--- config.mk ---
export PLATFORM = sky130hd
export DESIGN_NAME = toa_tot_calc
export DESIGN_NICKNAME = d
export VERILOG_FILES = /design/src/rtl/toa_tot_calc.sv
export SDC_FILE = /design/constraint.sdc
export NUM_CORES = 1
export LEC_CHECK = 0
export ABC_CLOCK_PERIOD_IN_PS = 4800
export CAP_MARGIN = 20
export CORE_AREA = 2 2 112 114
export DETAILED_ROUTE_END_ITERATION = 10
export DIE_AREA = 0 0 114 116
export PLACE_DENSITY = 0.75
export SYNTH_ARGS = -nofsm -noshare
export SYNTH_HDL_FRONTEND = slang
export SYNTH_SLANG_ARGS = --single-unit
export TNS_END_PERCENT = 100
--- constraint.sdc ---
create_clock -name clk -period 4.8 [get_ports clk]
set_input_delay 0.96 -clock clk [delete_from_list [all_inputs] [get_ports clk]]
set_output_delay 0.96 -clock clk [all_outputs]
set_load 0.01 [all_outputs]
--- src/rtl/toa_tot_calc.sv ---
// toa_tot_calc: two-stage TOA/TOT code calculator feeding a show-ahead output FIFO
//   clk, reset         : single rising-edge clock, synchronous active-high reset
//   hit_valid          : one-cycle strobe qualifying toa_*/tot_* fine and coarse codes
//   out_valid/out_ready: FIFO head handshake; out_toa/out_tot/out_err carry the head word
//   ovf                : one-cycle pulse when a word is dropped on a full FIFO
//   cnt_clr, hit_cnt, err_cnt : statistics counters, present only with TOA_TOT_STAT_CNT_EN
module toa_tot_calc #(
  parameter int FIFO_DEPTH = 4
) (
  input  logic        clk,
  input  logic        reset,
  input  logic        hit_valid,
  input  logic [5:0]  toa_fine,
  input  logic [2:0]  toa_coarse,
  input  logic [5:0]  tot_fine,
  input  logic [2:0]  tot_coarse,
  input  logic        out_ready,
  output logic        out_valid,
  output logic [8:0]  out_toa,
  output logic [8:0]  out_tot,
  output logic        out_err,
  output logic        ovf,
  input  logic        cnt_clr,
  output logic [15:0] hit_cnt,
  output logic [15:0] err_cnt
);
  localparam int AW = $clog2(FIFO_DEPTH);
  logic        s1_v_q, s2_v_q, s2_err_q, ovf_q;
  logic [5:0]  s1_toa_f_q, s1_tot_f_q;
  logic [2:0]  s1_toa_c_q, s1_tot_c_q;
  logic [8:0]  s2_toa_q, s2_tot_q;
  logic [8:0]  s2_toa_d, s2_tot_d, toa_raw, tot_raw, tot_mod;
  logic [9:0]  diff;
  logic        s2_err_d;
  logic [AW:0] wr_ptr_q, rd_ptr_q;
  logic [18:0] mem_q [FIFO_DEPTH];
  logic [18:0] head;
  logic        empty, full, rd_en, wr_en, drop;
  always_comb begin
    s2_err_d = (s1_toa_f_q == 6'h3F) | (s1_tot_f_q == 6'h3F);
    toa_raw  = {6'd0, s1_toa_c_q} * 9'd63 + {3'd0, s1_toa_f_q};
    tot_raw  = {6'd0, s1_tot_c_q} * 9'd63 + {3'd0, s1_tot_f_q};
    // signed difference in 10 bits; a set MSB means the stop phase wrapped past 504
    diff     = {1'b0, tot_raw} - {1'b0, toa_raw};
    tot_mod  = diff[9] ? 9'(diff + 10'd504) : diff[8:0];
    s2_toa_d = s2_err_d ? 9'h1FF : toa_raw;
    s2_tot_d = s2_err_d ? 9'h1FF : tot_mod;
  end
  always_ff @(posedge clk) begin
    s1_toa_f_q <= toa_fine;
    s1_toa_c_q <= toa_coarse;
    s1_tot_f_q <= tot_fine;
    s1_tot_c_q <= tot_coarse;
    s2_toa_q   <= s2_toa_d;
    s2_tot_q   <= s2_tot_d;
    s2_err_q   <= s2_err_d;
  end
  // pointers carry one extra wrap bit: equal pointers mean empty, MSB-only difference means full
  always_comb begin
    empty = wr_ptr_q == rd_ptr_q;
    full  = (wr_ptr_q[AW] != rd_ptr_q[AW]) && (wr_ptr_q[AW-1:0] == rd_ptr_q[AW-1:0]);
    rd_en = !empty && out_ready;
    wr_en = s2_v_q && (!full || rd_en);
    drop  = s2_v_q && full && !rd_en;
    head  = mem_q[rd_ptr_q[AW-1:0]];
  end
  always_ff @(posedge clk) begin
    if (reset) begin
      s1_v_q   <= 1'b0;
      s2_v_q   <= 1'b0;
      wr_ptr_q <= '0;
      rd_ptr_q <= '0;
      ovf_q    <= 1'b0;
    end else begin
      s1_v_q   <= hit_valid;
      s2_v_q   <= s1_v_q;
      wr_ptr_q <= wr_ptr_q + (AW+1)'(wr_en);
      rd_ptr_q <= rd_ptr_q + (AW+1)'(rd_en);
      ovf_q    <= drop;
    end
  end
  always_ff @(posedge clk) begin
    if (wr_en && !reset) mem_q[wr_ptr_q[AW-1:0]] <= {s2_err_q, s2_toa_q, s2_tot_q};
  end
  always_comb begin
    out_valid = !empty;
    out_err   = empty ? 1'b0 : head[18];
    out_toa   = empty ? 9'd0 : head[17:9];
    out_tot   = empty ? 9'd0 : head[8:0];
    ovf       = ovf_q;
  end
`ifdef TOA_TOT_STAT_CNT_EN
  logic [15:0] hit_cnt_q, err_cnt_q;
  always_ff @(posedge clk) begin
    if (reset || cnt_clr) begin
      hit_cnt_q <= '0;
      err_cnt_q <= '0;
    end else begin
      if (wr_en && hit_cnt_q != 16'hFFFF) hit_cnt_q <= hit_cnt_q + 16'd1;
      if (wr_en && s2_err_q && err_cnt_q != 16'hFFFF) err_cnt_q <= err_cnt_q + 16'd1;
    end
  end
  assign hit_cnt = hit_cnt_q;
  assign err_cnt = err_cnt_q;
`else
  logic unused_cnt_clr;
  assign unused_cnt_clr = cnt_clr;
  assign hit_cnt = '0;
  assign err_cnt = '0;
`endif
endmodule

==> results_dict.tcl <==
set metrics [dict create \
    overflow 0 \
    hold_buffers 0 \
    syn2layout_area_growth_pct 19.8 \
    start_util_pct 49.4 \
    fin_skew_ns 0.0137 \
    min_period_ns 4.60 \
    intPower_mw 2.80 \
    drt-wirelength-per-cell_um 15.1 \
    grt_antenna_before_repair 0 \
    coreArea_um2 11900 \
    port_buffers 42 \
    synth_cell_types 51 \
    synth_ff_type "edfxtp_1" \
    worst_slew_pin_slew_ns 1.03 \
    clock_path_buffers 2 \
    drt-total-wl_um 9960 \
    ios 76 \
    cp_num_buf_inv 0 \
    nFillCells 921 \
    dp_hpwl_um 6730 \
    numCtsBuffers 17 \
    clkSinkCount 122 \
    timing.rr.start "s1_toa_c_q[2]" \
    seq_area_frac_synth_pct 54.4 \
    final.setup.worst_slack_ns 0.200 \
    path_depth 15 \
    cts.clk_slew.worst_paths_ns 0.06 \
    crit_path_end_kind "register" \
    synth_edf_count 76 \
    antenna_cells 0 \
    ant_nets 0 \
    p_comb_share_pct 38.3 \
    grt_pass1_wl_um 16100 \
    cts_tree "yes" \
    first_pass_iters 4 \
    p_leak_nw 2.80 \
    regToRegSetupSlack_ns 0.20 \
    p_sw_mw 1.39 \
    detail_route.vias_per_cell 5.02 \
    drc 0 \
    track_usage_pct 16.0 \
    fmax_mhz 217 \
    power_density_nw_per_um2 594 \
    path_class "register to register" \
    die-area_um2 13200 \
    multiInputGateArea_um2 2460 \
    pre_cts_ws_ns 0.0485 \
    cp-startpoint "s1_toa_c_q[2]" \
    final_hold_viol_count 0 \
    start_kind "register" \
    yosysWarningCount 0 \
    drtIter0Drc 147 \
    fin_crit_sh_pct 95.8 \
    clk_latency_ns 0.41 \
    critPathMaxStageDelay_ns 0.59 \
    p_seq_share_pct 32.8 \
    status "complete, no violations" \
    p_sw_share_pct 33.2 \
    timing.max_cap.violations 0 \
    crit_family "adder cells" \
    r2r-end "s2_tot_q[8]" \
    cpMaxStageDelayCell "fa_1" \
    cp.required_ns 5.10 \
    worstHoldPathType "register to register" \
    max_slew_margin_pct 31.6 \
    h-tree-depth 4 \
    syn_avg_cell_area_um2 13.4 \
    peakVddDrop_v 0.000346 \
    critical_path.max_fanout 4 \
    synth_cells 438 \
    design_power_total_mw 4.18 \
    async_flop_share_pct 0 \
    pwr-share-clk_pct 29.0 \
    maxSlewViolCount 0 \
    grt_pass1_vias 3407 \
    cp_cell_sequence "fa_1 > fa_1 > ha_1 > a21o_1 > a21oi_1 > o21ai_1 > a21oi_1 > xor2_1 > ha_1 > or2_2 > a21oi_4 > o31a_1 > nand4_1 > or4_1 > a21o_1" \
    regArea_um2 3210 \
    rr_worst_depth 15 \
    drive_gt1_share_pct 17.5 \
    ys_ff_latch 122 \
    placementRows 40 \
    gp_congestion 0.838 \
    synth_area_um2 5880 \
    die_w_um 114 \
    fin_nets 579 \
    fp.dieH_um 116 \
    crit_arrival_ns 4.90 \
    root_buffer "clkbuf_16" \
    crit_end "s2_tot_q[8]" \
    grt_start_max_net_pins 22 \
    finalSetupViolCount 0 \
    vias 3318 \
]
==> sequential cells by signal (all words and copies together), names as in the netlist <==
register / cells
s2_err_q: 1
ovf: 1
wr_ptr_q: 3
s2_v_q: 1
mem_q: 76
s1_toa_f_q: 6
s1_toa_c_q: 3
s2_tot_q: 9
s1_v_q: 1
s2_toa_q: 9
s1_tot_c_q: 3
s1_tot_f_q: 6
rd_ptr_q: 3
==> final cells by class <==
cell class / count / share of cell area, %
Timing Repair Buffer: 54 / 7.24
Multi-Input combinational cell: 275 / 34.9
Inverter: 31 / 1.65
Sequential cell: 122 / 45.5
Clock inverter: 10 / 1.10
Tap cell: 147 / 2.61
Clock buffer: 22 / 7.03
==> metrics by stage <==
| step | util (%) | hold slack [ns] | cell area, um2 | TNS, ns | cells |
|---|---|---|---|---|---|
| after floorplan | - | 0.414 | 6000 | 0 | 469 |
| after global placement | 53.8 | 0.420 | 6410 | 0 | 628 |
| after detailed placement | 53.8 | 0.425 | 6410 | 0 | 628 |
| after CTS | 58.6 | 0.439 | 6980 | 0 | 660 |
| after global routing | 59.2 | 0.468 | 7050 | -0.0434 | 661 |
| final | 59.2 | 0.436 | 7050 | 0 | 661 |
==> power groups by stage <==
stage / sequential (mW) / clock (mW) / combinational [mW]
floorplan: 1.36 / 0 / 1.15
global route: 1.38 / 1.28 / 1.80
global placement: 1.38 / 0 / 1.46
detailed placement: 1.39 / 0 / 1.50
finish: 1.37 / 1.21 / 1.60
CTS: 1.37 / 1.23 / 1.54
==> cell usage after synthesis, drive strengths merged (2+ instances only) <==
master,number,area share [%]
nor3b,2,0.26
nand2,19,1.2
nand4,4,0.43
and3,4,0.53
edfxtp,76,39
ha,44,9.4
a21o,8,1.0
a211oi,2,0.26
a211o,2,0.30
xnor2,17,2.5
or2,7,0.74
mux2,2,0.38
o21ai,9,0.77
nand2b,4,0.43
buf,35,4.3
xor2,6,0.89
a21oi,11,0.94
or3,2,0.32
mux4,19,7.3
nor2,11,0.70
dfxtp,46,16
nor3,6,0.51
inv,31,2.0
nand3,4,0.34
nor2b,32,3.4
fa,11,3.7
clkbuf,6,0.38
==> worst min-delay path by stage <==
stage / startpoint / to / cells after the start
2_1_floorplan: s1_v_q / s2_v_q / 1
3_3_place_gp: s1_v_q / s2_v_q / 1
3_5_place_dp: s1_v_q / s2_v_q / 1
4_1_cts: s1_v_q / s2_v_q / 1
5_1_grt: s1_v_q / s2_v_q / 1
6_report: s1_v_q / s2_v_q / 1
==> cell usage in the layout (no fill, tap or decap), drive strengths merged, types with 19 or more instances in the layout <==
cell / instances
edfxtp: 76
dfxtp: 46
ha: 44
clkdlybuf4s50: 42
inv: 36
nor2b: 32
conb: 32
clkbuf: 22
mux4: 19
nand2: 19
==> layer usage <==
metal  global-route usage, %  vias up  part of all wire, %
li1                        -     1629                    -
met1                    19.2     1599                   44
met2                    27.8       77                   51
met3                    4.76       13                  4.1
met4                    5.28        0                  1.3
met5                       0        -                    0
==> what timing repair did <==
item | 4_1_cts | 5_1_grt
buffers inserted | 0 | 1
endpoints found under the setup margin | 0 | 3
resized for setup | 0 | 17
==> logic make-up after synthesis <==
group / after synthesis / share of synthesized area (%)
DFF: 122 / 54.4
and+or+nand+nor: 99 / 9.38
buffers and inverters: 72 / 6.68
adders and majority gates: 55 / 13.1
AOI/OAI and AO/OA: 45 / 5.27
xor gates and xnor gates: 23 / 3.42
muxes: 21 / 7.65
other: 1 / 0.0637
Power figures use the tool's default switching activity.
